[src/rtl/exp_arbiter.sv]
// -----------------------------------------------------------------------------
// exp_arbiter
//
// Round-robin arbiter and sequencer that shares one exponential-series engine
// among N_REQ requesters. For each granted request it latches the operand,
// pulses the engine start for one cycle, follows the engine done indicator
// (high = idle, low = computing), and returns the registered result to the
// winner with a one-cycle ack.
//
// Optional feature macro: EXP_ARB_TIMEOUT_EN
//   defined   : a watchdog counts cycles spent in WAIT_LO/WAIT_HI; at
//               TO_CYCLES the service is finished with err=1, result=0.
//   undefined : no counter is built, err is tied low, waits are unbounded.
//
// Parameters
//   N_REQ     number of requesters (>= 2)
//   XW        operand width
//   RW        result width
//   TO_CYCLES watchdog limit in cycles (timeout builds only)
//
// Ports
//   clk        in   rising-edge clock
//   rst        in   synchronous active-high reset
//   req        in   [N_REQ]     request levels, held with x_in until ack
//   x_in       in   [N_REQ*XW]  packed operands, requester i at [i*XW +: XW]
//   grant      out  [N_REQ]     one-hot grant, held from START through RESP
//   ack        out  [N_REQ]     one-cycle pulse on the granted bit in RESP
//   result     out  [RW]        registered engine result, holds until next RESP
//   err        out              timeout flag, valid with ack
//   busy       out              high in every state except IDLE
//   eng_start  out              engine start, high for the START cycle only
//   eng_x      out  [XW]        latched operand for the engine
//   eng_done   in               engine idle/done indicator
//   eng_result in   [RW]        engine result
//
// Handshake: a requester raises req with its operand on x_in and holds both
// until it sees its ack bit. req is only looked at in IDLE, so a request
// raised while another is in service waits; lowering req mid-service does not
// abort the engine and the ack is still pulsed. All outputs are registers or
// decodes of the state register; there is no combinational req->grant path.
//
// The FSM state register is named ps and the round-robin pointer ptr so both
// can be observed hierarchically.
// -----------------------------------------------------------------------------
module exp_arbiter #(
  parameter int N_REQ     = 4,
  parameter int XW        = 16,
  parameter int RW        = 16,
  parameter int TO_CYCLES = 255
) (
  input  logic               clk,
  input  logic               rst,
  input  logic [N_REQ-1:0]    req,
  input  logic [N_REQ*XW-1:0] x_in,
  output logic [N_REQ-1:0]    grant,
  output logic [N_REQ-1:0]    ack,
  output logic [RW-1:0]       result,
  output logic                err,
  output logic                busy,
  output logic                eng_start,
  output logic [XW-1:0]       eng_x,
  input  logic                eng_done,
  input  logic [RW-1:0]       eng_result
);

  localparam int PTR_W = (N_REQ > 1) ? $clog2(N_REQ) : 1;

  typedef enum logic [2:0] {
    IDLE    = 3'd0,
    START   = 3'd1,
    WAIT_LO = 3'd2,
    WAIT_HI = 3'd3,
    RESP    = 3'd4
  } state_t;

  state_t ps;
  state_t ns;

  logic [PTR_W-1:0] ptr;
  logic [PTR_W-1:0] grant_idx;

  // Round-robin selection (combinational, from registered ptr and req)
  logic [PTR_W:0]   cand;
  logic [PTR_W-1:0] sel_idx;
  logic [N_REQ-1:0] sel_oh;
  logic [XW-1:0]    sel_x;
  logic             sel_valid;
  logic             accept;
  logic             timeout;

  // Scan indices ptr, ptr+1, ... wrapping modulo N_REQ; the first asserted
  // request wins. cand has one spare bit so ptr+k never overflows before the
  // modulo subtraction.
  always_comb begin
    sel_valid = 1'b0;
    sel_idx   = '0;
    sel_oh    = '0;
    sel_x     = '0;
    cand      = '0;
    for (int k = 0; k < N_REQ; k++) begin
      cand = {1'b0, ptr} + (PTR_W+1)'(k);
      if (cand >= (PTR_W+1)'(N_REQ)) begin
        cand = cand - (PTR_W+1)'(N_REQ);
      end
      if (!sel_valid && req[cand[PTR_W-1:0]]) begin
        sel_valid = 1'b1;
        sel_idx   = cand[PTR_W-1:0];
      end
    end
    sel_oh[sel_idx] = sel_valid;
    for (int i = 0; i < N_REQ; i++) begin
      if (sel_oh[i]) begin
        sel_x = x_in[i*XW +: XW];
      end
    end
  end

  // A new service only starts when the engine reports idle.
  assign accept = sel_valid && eng_done;

  // ---------------------------------------------------------------------------
  // FSM: state register
  // ---------------------------------------------------------------------------
  always_ff @(posedge clk) begin
    if (rst) begin
      ps <= IDLE;
    end else begin
      ps <= ns;
    end
  end

  // ---------------------------------------------------------------------------
  // FSM: next state
  // ---------------------------------------------------------------------------
  always_comb begin
    ns = ps;
    case (ps)
      IDLE: begin
        if (accept) ns = START;
      end
      START: begin
        ns = WAIT_LO;
      end
      WAIT_LO: begin
        // Timeout is checked first so a counter that reaches its limit here is
        // never skipped past by a late done drop.
        if (timeout) begin
          ns = RESP;
        end else if (!eng_done) begin
          ns = WAIT_HI;
        end
      end
      WAIT_HI: begin
        // A real completion wins over a simultaneous timeout.
        if (eng_done || timeout) ns = RESP;
      end
      RESP: begin
        ns = IDLE;
      end
      default: begin
        ns = IDLE;
      end
    endcase
  end

  // ---------------------------------------------------------------------------
  // Datapath registers: grant, operand, result, pointer
  // ---------------------------------------------------------------------------
  always_ff @(posedge clk) begin
    if (rst) begin
      ptr       <= '0;
      grant     <= '0;
      grant_idx <= '0;
      eng_x     <= '0;
      result    <= '0;
    end else begin
      case (ps)
        IDLE: begin
          if (accept) begin
            grant     <= sel_oh;
            grant_idx <= sel_idx;
            eng_x     <= sel_x;
          end
        end
        WAIT_LO: begin
          if (timeout) result <= '0;
        end
        WAIT_HI: begin
          if (eng_done) begin
            result <= eng_result;
          end else if (timeout) begin
            result <= '0;
          end
        end
        RESP: begin
          grant <= '0;
          if (grant_idx == PTR_W'(N_REQ - 1)) begin
            ptr <= '0;
          end else begin
            ptr <= grant_idx + 1'b1;
          end
        end
        default: begin
        end
      endcase
    end
  end

  // ---------------------------------------------------------------------------
  // Optional watchdog
  // ---------------------------------------------------------------------------
`ifdef EXP_ARB_TIMEOUT_EN
  localparam int CW = $clog2(TO_CYCLES + 1);

  logic [CW-1:0] to_cnt;
  logic          in_wait;

  assign in_wait = (ps == WAIT_LO) || (ps == WAIT_HI);
  // to_cnt holds the number of wait cycles already completed, so the limit is
  // hit on the TO_CYCLES-th wait cycle and RESP follows immediately.
  assign timeout = in_wait && (to_cnt == CW'(TO_CYCLES - 1));

  always_ff @(posedge clk) begin
    if (rst) begin
      to_cnt <= '0;
      err    <= 1'b0;
    end else begin
      if (ps == IDLE && accept) begin
        to_cnt <= '0;
      end else if (in_wait) begin
        to_cnt <= to_cnt + 1'b1;
      end
      if (ps == WAIT_HI && eng_done) begin
        err <= 1'b0;
      end else if (timeout) begin
        err <= 1'b1;
      end
    end
  end
`else
  logic unused_cfg;

  assign timeout    = 1'b0;
  assign err        = 1'b0;
  assign unused_cfg = (TO_CYCLES == 0);
`endif

  // ---------------------------------------------------------------------------
  // State decodes
  // ---------------------------------------------------------------------------
  assign busy      = (ps != IDLE);
  assign eng_start = (ps == START);
  assign ack       = (ps == RESP) ? grant : '0;

endmodule

[config.mk]
export PLATFORM = sky130hd
export DESIGN_NAME = exp_arbiter
export DESIGN_NICKNAME = d
export VERILOG_FILES = /design/src/rtl/exp_arbiter.sv
export SDC_FILE = /design/constraint.sdc
export NUM_CORES = 1
export LEC_CHECK = 0
export BUFFER_PORTS_ARGS = -buffer_cell sky130_fd_sc_hd__buf_2
export CAP_MARGIN = 10
export CELL_PAD_IN_SITES_DETAIL_PLACEMENT = 1
export CELL_PAD_IN_SITES_GLOBAL_PLACEMENT = 2
export CORE_UTILIZATION = 22
export DETAILED_ROUTE_END_ITERATION = 10
export HOLD_SLACK_MARGIN = 0.06
export PLACE_DENSITY = 0.84
export SLEW_MARGIN = 30
export SYNTH_ARGS = -nofsm -noshare
export SYNTH_HDL_FRONTEND = slang
export SYNTH_SLANG_ARGS = --single-unit
export TNS_END_PERCENT = 50
[constraint.sdc]
create_clock -name clk -period 2.9 [get_ports clk]
set_clock_uncertainty 0.1 [all_clocks]
set_input_delay 0.58 -clock clk [delete_from_list [all_inputs] [get_ports clk]]
set_output_delay 0.58 -clock clk [all_outputs]
set_load 0.005 [all_outputs]
# Word level (Yosys, flattened, before mapping)
# Cells that the tools add are included.
dict set report word_totals {
  output_inout_bits 43
  register_bits 43
  inputBits 87
}
dict set report classes {
  n_eq_ne 8
  reduce_logical 15
  mux 34
  order_cmp 10
  n_addsub 8
  n_bitwise 1
}
# operator n
set op_table {}
lappend op_table {{16-bit two-way mux} 4}
lappend op_table {{2-bit two-way mux} 9}
lappend op_table {{2-bit by 3-bit < comparator with 1-bit output (second input constant)} 5}
lappend op_table {{3-bit one-hot mux with 4 select lines} 1}
lappend op_table {{3-bit greater-or-equal comparator (second input constant)} 3}
lappend op_table {{1-bit two-way mux} 9}
lappend op_table {{3-bit two-way mux} 3}
lappend op_table {{1-bit binary-select mux with 2-bit select} 4}
lappend op_table {{4-bit two-way mux} 2}
lappend op_table {{4-bit one-hot mux with 2 select lines} 1}
lappend op_table {{2-bit by 1-bit subtractor with 2-bit output (second input constant)} 4}
lappend op_table {{2-bit by 2-bit adder with 3-bit output (second input constant)} 2}
lappend op_table {{3-bit by 2-bit == test with 1-bit output (second input constant)} 2}
lappend op_table {{2-bit inequality test (second input constant)} 3}
lappend op_table {{2-bit AND reduction} 3}
lappend op_table {{1-bit logical AND} 5}
lappend op_table {{4-bit AND} 1}
lappend op_table {{2-bit by 1-bit adder with 3-bit output (second input constant)} 1}
lappend op_table {{3-bit by 1-bit == test with 1-bit output (second input constant)} 1}
lappend op_table {{3-bit == test (second input constant)} 1}
lappend op_table {{2-bit by 3-bit greater-or-equal comparator with 1-bit output (second input constant)} 1}
lappend op_table {{1-bit zero test} 3}
lappend op_table {{3-bit zero test} 1}
lappend op_table {{3-bit AND reduction} 1}
lappend op_table {{other kinds (6)} 6}

# Depth between registers and ports, before layout
dict set report logic_depth {
  depth_word 23
  depth_mapped 8
  depth_no_buf 5
}

# Worst setup path before layout
# No wires, ideal clock.
dict set report synth_path {
  path_kind {input to register}
  from {in req[1]}
  to {reg eng_x[10]}
  required_time_ns 2.708
  t_arrival_ns 2.069
  setup_slack_ns 0.639
  path_buffers 4
  path_stages 8
  cell_sequence {buf_4 nor2_1 o221a_1 buf_6 or4_4 buf_6 buf_8 o32ai_1}
}
dict set report synth_between {
  elab_chain_len 21
  elab_cells_between_ends 34
}
# item line
set synth_rtl {}
lappend synth_rtl {{start: declaration} 53} ;# input logic [N_REQ-1:0] req,
lappend synth_rtl {{1-bit binary-select mux with 2-bit select} 105} ;# if (!sel_valid && req[cand[PTR_W-1:0]]) begin
lappend synth_rtl {{1-bit two-way mux (implied by the code)} 105}
lappend synth_rtl {{1-bit two-way mux} 105}
lappend synth_rtl {{1-bit zero test} 105}
lappend synth_rtl {{1-bit logical AND} 105}
lappend synth_rtl {{1-bit two-way mux} 105}
lappend synth_rtl {{1-bit zero test} 105}
lappend synth_rtl {{1-bit logical AND} 105}
lappend synth_rtl {{[2 not listed]} -}
lappend synth_rtl {{1-bit logical AND} 105}
lappend synth_rtl {{2-bit two-way mux} 105}
lappend synth_rtl {{2-bit by 3-bit < comparator with 1-bit output (implied by the code) / 2-bit by 1-bit greater-or-equal comparator with 1-bit output (equally long branches)} 110} ;# sel_oh[sel_idx] = sel_valid;
lappend synth_rtl {{1-bit logical AND (implied by the code)} 110}
lappend synth_rtl {{1-bit two-way mux (implied by the code)} 110}
lappend synth_rtl {{1-bit demux with 2-bit select} 110}
lappend synth_rtl {{4-bit AND (no source line)} -}
lappend synth_rtl {{16-bit two-way mux (4 in a row)} 112} ;# if (sel_oh[i]) begin
lappend synth_rtl {{end signal: assignment} 182} ;# eng_x <= sel_x;
lappend synth_rtl {{end: declaration} 61} ;# output logic [XW-1:0] eng_x,
# Several ways; a longest one is shown, not always the timed one. The select of a mux whose other input is x is not followed.
# A chain may end at the register's enable or synchronous reset.

# Worst setup path in the final report
dict set report layout_path {
  from {reg ps[2]}
  to {reg eng_x[11]}
}
dict set report layout_between {
  elab_chain_len 2
}
# item line
set layout_rtl {}
lappend layout_rtl {{start: declaration} 76} ;# state_t ps;
lappend layout_rtl {{start signal: assignment} 128} ;# ps <= ns;
lappend layout_rtl {{3-bit zero test} 177} ;# case (ps)
lappend layout_rtl {{2-bit AND reduction (no source line)} -}
# Every way passes these cells.

==> results.cfg <==
[run_status]
status = complete, no violations

[layout]
instances_no_fill = 521
nFillCells = 1236
final_util_pct = 30.7
fin_nets = 475
antenna_cells = 0
syn_to_final_growth_pct = 36.1
drive_above_1_share_pct = 37.1

[grt]
grt_max_degree = 44
grt_pass1_vias = 2640
grt-ovfl-total = 0
antenna_found_initial = 0
grt_use_total_pct = 15.9
grt_pass1_wl_mm = 12.7

[sta]
fin_crit_ps = 2210
finalHoldViolCount = 0
finalSetupTns_ps = 0
finalCritPeriodShare_pct = 76.3
slew_headroom_pct = 47.8
slew_viol_final = 0
fin_ws_ps = 688
tightest_slew_ps = 780
setup_viol = 0
fmax_ghz = 0.452
grt_setup_unrepaired = false

[cts]
clock-root-buffer = clkbuf_8
clkTransAtPathRegs_ps = 90
cts-resized-gates = 0
clkSinkCount = 43
cts.hold.buffers_added = 0
cts_tree = yes
post_cts.repair.setup_buffers = 0
clk_path_buf_depth = 2
clk_latency_ps = 300
cts_made_buffers = 5
htree_levels = 2

[routing]
drtIter0Drc = 104
vias = 2511
drc_errors = 0
drt_wl_total_mm = 8.23
ant_nets = 0
vias_per_cell = 4.82
firstDrtPassIters = 4
post_drt_wl_per_cell_um = 15.8

[setup_path]
ff2ff_path_depth = 5
crit_type = reg -> reg
cp_max_fo = 13
worstPathRequired_ps = 3010
critPathLaunchType = register
r2r_slack_ps = 690
end_kind = register
cp_top_family = simple AND/OR/NAND/NOR gates
crit_slowest_cell = nor2_1
cp_slowest_stage_delay_ps = 630
worstSetupStartpoint = ps[2]
crit_chain = or3_1 > nor2_1 > buf_4 > a31oi_1 > o32ai_1
worst-path-buf-inv = 1
arrival_ps = 2320
r2r-start = ps[2]
r2r_end = eng_x[11]

[floorplan]
die_h_um = 102
start_util_pct = 22.6
ios = 130
core_um2 = 9730
die_width_um = 102
rows = 36
dieArea_um2 = 10400

[power_and_ir_drop]
p_seq_share_pct = 47.8
p_int_mw = 0.966
leakage_nw = 1.34
p_per_area_nw_per_um2 = 450
clockPowerShare_pct = 31.9
max-vdd-ir-drop_v = 0.000178
power.switching_mw = 0.379
p_comb_share_pct = 20.4
swShare_pct = 28.2

[yosys]
synth_cells = 275
synthArstFlopShare_pct = 0
synthesis.nets = 363
synth_seq_cells = 43
synth_area_leaders = dfxtp_1 39%, nand2_1 6.8%, a21oi_1 6.6%, a221oi_1 6.4%, o32ai_1 6.4%
seq_area_frac_synth_pct = 39.2
yosysMostFrequentCell = dfxtp_1
synth_warnings = 0
syn_avg_cell_area_um2 = 7.98
yosysTopAreaCellShare_pct = 39.2
synth_enable_flop_cells = 0
yosys.area.top_type = dfxtp_1
synth_area_um2 = 2200
ys_types = 41
synth_ff_type = dfxtp_1
synth_commonest_cells = 43 x dfxtp_1, 40 x nand2_1, 29 x a21oi_1

[placement]
globalplace.congestion = 0.751
place_ws_ps = 528
place_inst = 513
dp_hpwl_mm = 5.93
port_buffers = 128

[hold_path]
hold_path_depth = 2
holdPathEnd = result[2]
hp-start = result[2]
hp-class = reg -> reg

[job]
drv_cap = 0
## power by group through the flow
stage,Sequential [mW],Clock (mW),Combinational (mW)
after floorplan,0.654,0,0.150
final,0.642,0.428,0.274
after detailed placement,0.656,0,0.278
after CTS,0.642,0.453,0.279
after global placement,0.655,0,0.272
after global routing,0.647,0.471,0.306
## metal layers
layer  up-vias  part of all wire (%)  GRT usage [%]
met2        97                    48           28.2
met3        14                   7.3           4.38
met1      1172                    43           18.1
li1       1228                     -              -
met4         0                   2.3           5.93
met5         -                     0              0
## stage by stage
stage | power, mW | area [µm²] | hold WS (ps)
2_1_floorplan | 0.804 | 2200 | 340
3_3_place_gp | 0.926 | 2890 | 339
3_5_place_dp | 0.933 | 2890 | 348
4_1_cts | 1.37 | 2990 | 360
5_1_grt | 1.42 | 2990 | 386
6_report | 1.34 | 2990 | 357
## worst max-delay path by stage
stage                      endpoint  cells after the start
after floorplan           eng_x[10]                      8
after global placement    eng_x[11]                      6
after detailed placement  eng_x[14]                      6
after CTS                 eng_x[11]                      5
after global routing      eng_x[11]                      5
final                     eng_x[11]                      5
## flip-flops by register name, indices dropped and copies added, names as in the netlist
name       flops
eng_x         16
grant          4
grant_idx      2
ps             3
ptr            2
result        16
## placed cells by master (no fill, tap or decap), types with 2 or more instances in the layout
master,n
a221oi_1,16
nand2_1,40
buf_2,128
dfxtp_1,43
nand3_1,5
inv_1,3
nand2b_1,4
and2_0,6
a31oi_1,16
clkbuf_8,7
o32ai_1,16
buf_4,5
a21oi_1,29
and3_1,6
nor2_1,25
nor2b_1,2
nor4_1,2
or3_1,2
o21ai_1,2
and2_1,11
## final cells by class
cell class                      instances  area [µm²]  share of cell area, %
Clock buffer                            8         100                   3.35
Tap cell                              133         166                   5.57
Inverter                                3        11.3                  0.377
Multi-Input combinational cell        201        1170                   39.2
Sequential cell                        43         861                   28.8
Timing Repair Buffer                  133         678                   22.7
## kinds of logic (layout without fill, tap and decap cells)
kind of cell / after synthesis / in the layout / share of synthesized area, %
compound gates: 88 / 88 / 28.0
fa+ha+maj: 1 / 1 / 0.570
simple gates: 110 / 110 / 24.2
mux: 1 / 1 / 0.456
buf+inv: 31 / 144 / 7.41
other cells: 1 / 1 / 0.171
flops: 43 / 43 / 39.2
## tightest hold or removal path, cell delays in order (launching register included)
cell and delay, ps:
dfxtp_1 310, nand2_1 50, a21oi_1 50
Power figures use the tool's default switching activity.
